### config.mk
export PLATFORM = sky130hd
export DESIGN_NAME = wb_regfile_flat
export DESIGN_NICKNAME = d
export VERILOG_FILES = /design/src/rtl/wb_regfile_if.sv /design/src/rtl/wb_regfile.sv /design/src/flat_wrapper.sv
export SDC_FILE = /design/constraint.sdc
export NUM_CORES = 2
export LEC_CHECK = 0
export CAP_MARGIN = 20
export CORE_ASPECT_RATIO = 0.9
export CORE_MARGIN = 3
export CORE_UTILIZATION = 45
export DETAILED_ROUTE_END_ITERATION = 10
export GPL_TIMING_DRIVEN = 0
export PLACE_DENSITY_LB_ADDON = 0.2
export SLEW_MARGIN = 0
export SYNTH_ARGS = -nofsm -noshare
export SYNTH_HDL_FRONTEND = slang
export SYNTH_SLANG_ARGS = --single-unit
### constraint.sdc
create_clock -name Clk -period 4.31 [get_ports Clk]
set_input_delay 0.862 -clock Clk [delete_from_list [all_inputs] [get_ports Clk]]
set_output_delay 0.862 -clock Clk [all_outputs]
set_load 0.02 [all_outputs]
### src/rtl/wb_regfile_if.sv
`default_nettype none
// ============================================================================
//  Module      : wb_regfile_if
//  Description : MEM/WB write-back inputs, ID-stage read ports and the
//                forwarding exports of the write-back register file.
//  Revision    : 1.0 - initial release
// ============================================================================
interface wb_regfile_if #(
  parameter int WIDTH = 32
);
  logic [1:0]       WB;
  logic [WIDTH-1:0] ReadData;
  logic [WIDTH-1:0] AluResult;
  logic [4:0]       WriteReg;
  logic [4:0]       ReadReg1;
  logic [4:0]       ReadReg2;
  logic [WIDTH-1:0] ReadData1;
  logic [WIDTH-1:0] ReadData2;
  logic [WIDTH-1:0] WriteData;
  logic             RegWrite_OUT;
  logic [4:0]       WriteReg_OUT;

  modport master (
    output WB, ReadData, AluResult, WriteReg, ReadReg1, ReadReg2,
    input  ReadData1, ReadData2, WriteData, RegWrite_OUT, WriteReg_OUT
  );

  modport slave (
    input  WB, ReadData, AluResult, WriteReg, ReadReg1, ReadReg2,
    output ReadData1, ReadData2, WriteData, RegWrite_OUT, WriteReg_OUT
  );
endinterface
`default_nettype wire

### src/rtl/wb_regfile.sv
`default_nettype none
// ============================================================================
//  Module      : wb_regfile
//  Description : MIPS write-back stage plus 32-entry register file with
//                combinational reads and optional same-cycle write-through.
//  Revision    : 1.0 - initial release
// ============================================================================
module wb_regfile #(
  parameter int WIDTH  = 32,
  parameter bit BYPASS = 1'b1
) (
  input  logic              Clk,
  input  logic              Rst_n,
  wb_regfile_if.slave       bus
);

  // R0 is kept in the array but never written, so it stays at its reset value.
  logic [WIDTH-1:0] r_regs [32];
  logic [WIDTH-1:0] w_wdata;
  logic             w_we;
  logic [WIDTH-1:0] w_rd1;
  logic [WIDTH-1:0] w_rd2;

  // Write-back mux and effective write enable (writes to R0 are dropped).
  always_comb begin
    w_wdata = bus.WB[0] ? bus.ReadData : bus.AluResult;
    w_we    = bus.WB[1] && (bus.WriteReg != 5'd0);
  end

  // Register array commit; asynchronous clear of every entry.
  always_ff @(posedge Clk or negedge Rst_n) begin
    if (!Rst_n) begin
      for (int i = 0; i < 32; i++) begin
        r_regs[i] <= '0;
      end
    end else if (w_we) begin
      r_regs[bus.WriteReg] <= w_wdata;
    end
  end

  // Read port 1: R0 reads zero, optional bypass of the in-flight write.
  always_comb begin
    w_rd1 = r_regs[bus.ReadReg1];
    if (bus.ReadReg1 == 5'd0) begin
      w_rd1 = '0;
    end else if (BYPASS && w_we && (bus.ReadReg1 == bus.WriteReg)) begin
      w_rd1 = w_wdata;
    end
  end

  // Read port 2: same selection as port 1, evaluated independently.
  always_comb begin
    w_rd2 = r_regs[bus.ReadReg2];
    if (bus.ReadReg2 == 5'd0) begin
      w_rd2 = '0;
    end else if (BYPASS && w_we && (bus.ReadReg2 == bus.WriteReg)) begin
      w_rd2 = w_wdata;
    end
  end

  // Output drive; data and enable are held at zero while reset is asserted,
  // the destination index always passes straight through.
  always_comb begin
    bus.ReadData1    = Rst_n ? w_rd1   : '0;
    bus.ReadData2    = Rst_n ? w_rd2   : '0;
    bus.WriteData    = Rst_n ? w_wdata : '0;
    bus.RegWrite_OUT = Rst_n & w_we;
    bus.WriteReg_OUT = bus.WriteReg;
  end

endmodule
`default_nettype wire

### src/flat_wrapper.sv
// flat-port wrapper written by rule: the top's interface ports become plain ports
module wb_regfile_flat 
#(
  parameter int WIDTH  = 32,
  parameter bit BYPASS = 1'b1
)
  (Clk, Rst_n, bus_WB, bus_ReadData, bus_AluResult, bus_WriteReg, bus_ReadReg1, bus_ReadReg2, bus_ReadData1, bus_ReadData2, bus_WriteData, bus_RegWrite_OUT, bus_WriteReg_OUT);
  wb_regfile_if #(.WIDTH(WIDTH)) bus_i ();
  input  logic Clk;
  input  logic Rst_n;
  input wire logic [$bits(bus_i.WB)-1:0] bus_WB;
  input wire logic [$bits(bus_i.ReadData)-1:0] bus_ReadData;
  input wire logic [$bits(bus_i.AluResult)-1:0] bus_AluResult;
  input wire logic [$bits(bus_i.WriteReg)-1:0] bus_WriteReg;
  input wire logic [$bits(bus_i.ReadReg1)-1:0] bus_ReadReg1;
  input wire logic [$bits(bus_i.ReadReg2)-1:0] bus_ReadReg2;
  output wire logic [$bits(bus_i.ReadData1)-1:0] bus_ReadData1;
  output wire logic [$bits(bus_i.ReadData2)-1:0] bus_ReadData2;
  output wire logic [$bits(bus_i.WriteData)-1:0] bus_WriteData;
  output wire logic [$bits(bus_i.RegWrite_OUT)-1:0] bus_RegWrite_OUT;
  output wire logic [$bits(bus_i.WriteReg_OUT)-1:0] bus_WriteReg_OUT;
  assign bus_i.WB = bus_WB;
  assign bus_i.ReadData = bus_ReadData;
  assign bus_i.AluResult = bus_AluResult;
  assign bus_i.WriteReg = bus_WriteReg;
  assign bus_i.ReadReg1 = bus_ReadReg1;
  assign bus_i.ReadReg2 = bus_ReadReg2;
  assign bus_ReadData1 = bus_i.ReadData1;
  assign bus_ReadData2 = bus_i.ReadData2;
  assign bus_WriteData = bus_i.WriteData;
  assign bus_RegWrite_OUT = bus_i.RegWrite_OUT;
  assign bus_WriteReg_OUT = bus_i.WriteReg_OUT;
  wb_regfile #(.WIDTH(WIDTH), .BYPASS(BYPASS)) u_core (.Clk(Clk), .Rst_n(Rst_n), .bus(bus_i));
endmodule
Yosys cells after proc, flatten, opt, wreduce, memory -nomap -nowiden
Index checks and enable logic that the tools add are counted.
Widths: inputs -> output; s select.

storage, ports and cells
  register bits = 1024
  output and inout port bits = 102
  logic and storage cells = 66

operators by class
  order comparisons = 4
  equal/unequal tests = 2
  mux-type cells = 17
  bitwise gates (word level) = 4
  reductions and logical operators = 7

operator list
  operator            count
  $bwmux 1024         1
  $mux 32             13
  $bmux 32 s5         2
  $demux 32 s5        1
  $ge 6x6->1 const B  3
  $not 5->6           3
  $eq 5x5->1          2
  $logic_not 5->1     2
  $lt 6x1->1 const B  1
  $reduce_bool 5->1   1
  $logic_and 1x1->1   4
  $and 1x1->1         1

Depth between registers and ports, before layout
  depth after elaboration = 7
  depth in mapped cells = 10
  depth with buffers taken out = 5

Worst setup path before layout
No wires, ideal clock.

  path type = in2out
  start point = in bus_WriteReg[3]
  end point = out bus_ReadData1[14]
  arrival = 2.915 ns
  required time = 3.448 ns
  slack = 0.533 ns
  cell stages on the path = 6
  buffers on the path = 2
  cells stage by stage = buf_4 nor2_2 a311oi_1 nand4_1 buf_2 o211ai_1

on the way
  cells in the longest elaborated chain, start to end = 6
  elaborated cells between the ends (all ways) = 7
  classes of those cells = 1 x eq/ne; 3 x mux; 3 x reduce/logical

ends and longest elaborated chain
  what                   RTL line            source
  from (decl)            flat_wrapper.sv:14  input wire logic [$bits(bus_i.WriteReg)-1:0] bus_WriteReg;
  $reduce_bool 5->1      wb_regfile.sv:27    w_we = bus.WB[1] && (bus.WriteReg != 5'd0);
  $logic_and 1x1->1      wb_regfile.sv:27
  $logic_and 1x1->1 (*)  wb_regfile.sv:46    end else if (BYPASS && w_we && (bus.ReadReg1 == bus.WriteReg)) begin
  $mux 32 (*)            wb_regfile.sv:46
  $mux 32 (*)            wb_regfile.sv:44    if (bus.ReadReg1 == 5'd0) begin
  $mux 32 (*)            wb_regfile.sv:64    bus.ReadData1 = Rst_n ? w_rd1 : '0;
  to (decl)              flat_wrapper.sv:17  output wire logic [$bits(bus_i.ReadData1)-1:0] bus_ReadData1;

Mark *: on every way between the ends. The rest lies on a longest branch, timed or not.

Worst setup path in the final report
  start point = in bus_ReadReg1[2]
  end point = out bus_ReadData1[27]

on the way
  cells in the longest elaborated chain, start to end = 7
  elaborated cells between the ends (all ways) = 10
  classes of those cells = 1 x eq/ne; 6 x mux; 1 x bitwise; 2 x reduce/logical

ends and longest elaborated chain
  what                                         RTL line            source
  from (decl)                                  flat_wrapper.sv:15  input wire logic [$bits(bus_i.ReadReg1)-1:0] bus_ReadReg1;
  $not 5->6 (implied by the code)              wb_regfile.sv:43    w_rd1 = r_regs[bus.ReadReg1];
  $bmux 32 s5                                  wb_regfile.sv:43
  $mux 32 (implied by the code) (2 in series)  wb_regfile.sv:43
  $mux 32                                      wb_regfile.sv:46
  $mux 32 (*)                                  wb_regfile.sv:44
  $mux 32 (*)                                  wb_regfile.sv:64

Mark *: on every way between the ends. The rest lies on a longest branch, timed or not. The select of a mux whose other input is x is not followed.

==> flow_metrics.env <==
export IMPL_run_status="finished, violations left"
export IMPL_violations="setup timing"
export IMPL_wl_per_cell_um=39.2
export IMPL_cp_slowest_cell="buf_2"
export IMPL_tightest_slew_ns=1.28
export IMPL_cp_max_fo=10
export IMPL_max_freq_ghz=0.226
export IMPL_finalMaxSlewViolations=0
export IMPL_synth_edf_count=0
export IMPL_syn_area_per_cell_um2=10.6
export IMPL_ys_ff_latch=1024
export IMPL_cp_common_cell="buf_4"
export IMPL_grt_start_max_net_pins=157
export IMPL_yosysSeqAreaShare=0.470
export IMPL_cp_start_kind="primary input"
export IMPL_cellLeakagePower_nw=27.8
export IMPL_synth_area_um2=54500
export IMPL_cts_buffers=113
export IMPL_dp_hpwl_mm=207
export IMPL_p_per_area_nw_per_um2=492
export IMPL_period_needed_ns=4.42
export IMPL_async_flop_share=1.00
export IMPL_setup_violations=23
export IMPL_grt_usage=0.444
export IMPL_io_buffers=173
export IMPL_largest_reg_flops=1024
export IMPL_dpl_instance_area_um2=58700
export IMPL_final_cell_area_um2=65000
export IMPL_max_clock_path_buffers=3
export IMPL_slew_headroom=0.144
export IMPL_drtPass1Iterations=6
export IMPL_via_per_inst=7.05
export IMPL_combPwrFrac=0.248
export IMPL_pwr_share_clk=0.329
export IMPL_yosys_warnings=0
export IMPL_worst_path_buf_inv=4
export IMPL_grt_pass1_wl_mm=387
export IMPL_p_int_mw=21.2
export IMPL_fin_ws_ns=-0.106
export IMPL_drive_gt1_frac=0.215
export IMPL_initial_core_util=0.456
export IMPL_wl_mm=282
export IMPL_fin_crit_sh=1.02
export IMPL_die_area_um2=125000
export IMPL_io_pins=185
export IMPL_antenna_found_initial=12
export IMPL_vdd_drop_max_mv=0.442
export IMPL_crit_type="in2out"
export IMPL_num_vias=50700
export IMPL_dp_cells=6951
export IMPL_cts_sinks=1024
export IMPL_h_tree_depth=3
export IMPL_holdWs_ns=0.0435
export IMPL_swShare=0.337
export IMPL_drc_errors=0
export IMPL_drtAntennaViolNets=0
export IMPL_overflow=0
export IMPL_first_global_vias=48800
export IMPL_switchingPower_mw=10.8
export IMPL_max_stage_delay_ns=0.46
export IMPL_instances_no_fill=7194
export IMPL_final_nets=5585
export IMPL_max_cap_violations=0
export IMPL_top_register="u_core.r_regs"
export IMPL_core_um2=120000
export IMPL_crit_required_ns=3.45
export IMPL_hold_path_class="in2async"
export IMPL_syn_to_final_growth_pct=19.3
export IMPL_path_cells="buf_4 > buf_4 > buf_2 > mux2_2 > o221ai_1 > o22ai_1 > nand3_1 > o211ai_1 > dlygate4sd2_1"
export IMPL_cts_tree="done"
export IMPL_synth_nets=5250
export IMPL_ys_flop_type="dfrtp_1"
export IMPL_clock_latency_ns=0.77
export IMPL_top_regs="u_core.r_regs x1024"
export IMPL_synthCells=5167
export IMPL_cts_root_buffer="clkbuf_16"
export IMPL_rows=120
export IMPL_crit_family="buffers and inverters"
export IMPL_gp_congestion=1.03
export IMPL_fp_dieW_um=373
export IMPL_fp_dieH_um=336
export IMPL_cp_end_kind="output port"
export IMPL_synth_cell_type_count=63
export IMPL_drt_initial_drc_count=7885
export IMPL_crit_arrival_ns=3.55
export IMPL_path_clk_slew_ns=0.07
export IMPL_finClkSkew_ns=0
export IMPL_hold_viol_final=0
export IMPL_seqPwrFrac=0.423
==> synthesized netlist by cell type, types with 21 or more instances <==
library cell,number,area share
a21oi_1,693,0.064
dfrtp_1,1024,0.47
o221ai_1,160,0.026
nor2_1,717,0.049
o21ai_0,397,0.036
mux2_2,99,0.020
mux4_2,310,0.13
a221oi_1,52,0.0084
a211o_1,29,0.0047
buf_4,75,0.010
nand3_1,21,0.0019
clkbuf_1,312,0.021
buf_2,154,0.014
o22ai_1,80,0.0092
nand2_1,398,0.027
a32oi_1,22,0.0035
mux2i_1,397,0.073
==> placed cells by master, fill, tap and decap left out, types with 11 or more instances in the layout <==
| master | n |
|---|---|
| dfrtp_1 | 1024 |
| nor2_1 | 712 |
| a21oi_1 | 684 |
| nand2_1 | 396 |
| o21ai_0 | 393 |
| mux2i_1 | 365 |
| mux4_2 | 310 |
| clkbuf_1 | 250 |
| o221ai_1 | 126 |
| clkbuf_16 | 113 |
| clkdlybuf4s50_1 | 104 |
| mux2_2 | 99 |
| buf_2 | 97 |
| buf_4 | 92 |
| o22ai_1 | 74 |
| clkbuf_2 | 60 |
| buf_6 | 49 |
| a221oi_1 | 47 |
| dlygate4sd2_1 | 46 |
| o221ai_2 | 34 |
| buf_8 | 27 |
| a211o_1 | 27 |
| clkbuf_8 | 27 |
| mux2i_2 | 26 |
| clkbuf_4 | 26 |
| clkinv_2 | 26 |
| buf_12 | 21 |
| nand3_1 | 21 |
| or3_1 | 14 |
| bufinv_16 | 14 |
| o211ai_1 | 13 |
| a21o_1 | 13 |
| a32oi_2 | 12 |
| a211oi_4 | 11 |
==> cells by family (layout without fill, tap and decap cells) <==
| kind of cell | after synthesis | in the layout | share of synthesized area |
|---|---|---|---|
| compound gates | 1516 | 1516 | 0.164 |
| xor+xnor | 9 | 9 | 0.00145 |
| buf+inv | 578 | 1009 | 0.0502 |
| flops | 1024 | 1024 | 0.470 |
| mux | 806 | 806 | 0.221 |
| other cells | 0 | 10 | 0 |
| simple gates | 1234 | 1234 | 0.0925 |
==> routing by layer <==
layer  GRT usage  up-vias  wire length (um)
li1            -    19600                 -
met3       0.189      922             41700
met2       0.623     4152            116000
met4       0.267        8             20400
met1       0.570    26000            104000
met5           0        -                95
==> power groups by stage <==
stage	Clock [mW]	Sequential, mW	Combinational [mW]
2_1_floorplan	0	13.0	4.90
3_3_place_gp	0	13.6	7.14
3_5_place_dp	0	13.6	7.33
4_1_cts	10.5	13.4	7.70
5_1_grt	10.9	13.7	8.45
6_report	10.5	13.5	7.94
==> layout make-up <==
| class | instances | area [um2] |
|---|---|---|
| diodes | 10 | 25.0 |
| plain buffers | 567 | 3570 |
| clock buffers | 152 | 3180 |
| clock inverters | 59 | 726 |
| fillers | 10700 | 54600 |
| inverters | 8 | 36.3 |
| multi-input cells | 3565 | 27400 |
| flip-flops and latches | 1024 | 25600 |
| well taps | 1586 | 1980 |
| repair buffers | 223 | 2480 |
==> path summary, 6_finish.rpt <==
check                                   start                 end  slack, ns  cells past startpoint
setup / recovery              bus_ReadReg1[2]   bus_ReadData1[27]      -0.11                      9
hold / removal                          Rst_n  u_core.r_regs[281]       0.04                      1
setup reg to reg           u_core.r_regs[125]  u_core.r_regs[125]       3.52                      2
hold reg to reg            u_core.r_regs[995]  u_core.r_regs[995]       0.48                      1
max in group asynchronous               Rst_n  u_core.r_regs[168]       2.03                      4
min in group Clk           u_core.r_regs[995]  u_core.r_regs[995]       0.48                      1
==> repair_timing <==
| item | in CTS | in global routing |
|---|---|---|
| pin swaps | 44 | 15 |
| cloned | 7 | 0 |
| setup buffers | 10 | 6 |
| hold endpoints to repair | 26 | 0 |
| setup endpoints to repair | 90 | 45 |
| resized for setup | 569 | 100 |
| hold buffers | 1 | 0 |
==> worst register-to-register path, stage by stage, from the launching register on <==
cell     delay (ns)
dfrtp_1        0.46
nor2_1         0.13
a21oi_1        0.05
==> per-stage QoR <==
step	util	worst slack, ns	TNS [ns]	power, mW
after floorplan	-	0.533	0	17.9
after global placement	0.487	-49.39	-	20.7
after detailed placement	0.490	-2.36	-122.05	20.9
after CTS	0.541	-0.179	-0.183	31.6
after global routing	0.543	-0.00303	-0.00339	33.1
final	0.543	-0.106	-0.958	32.0
(Power assumes the default switching activity.)
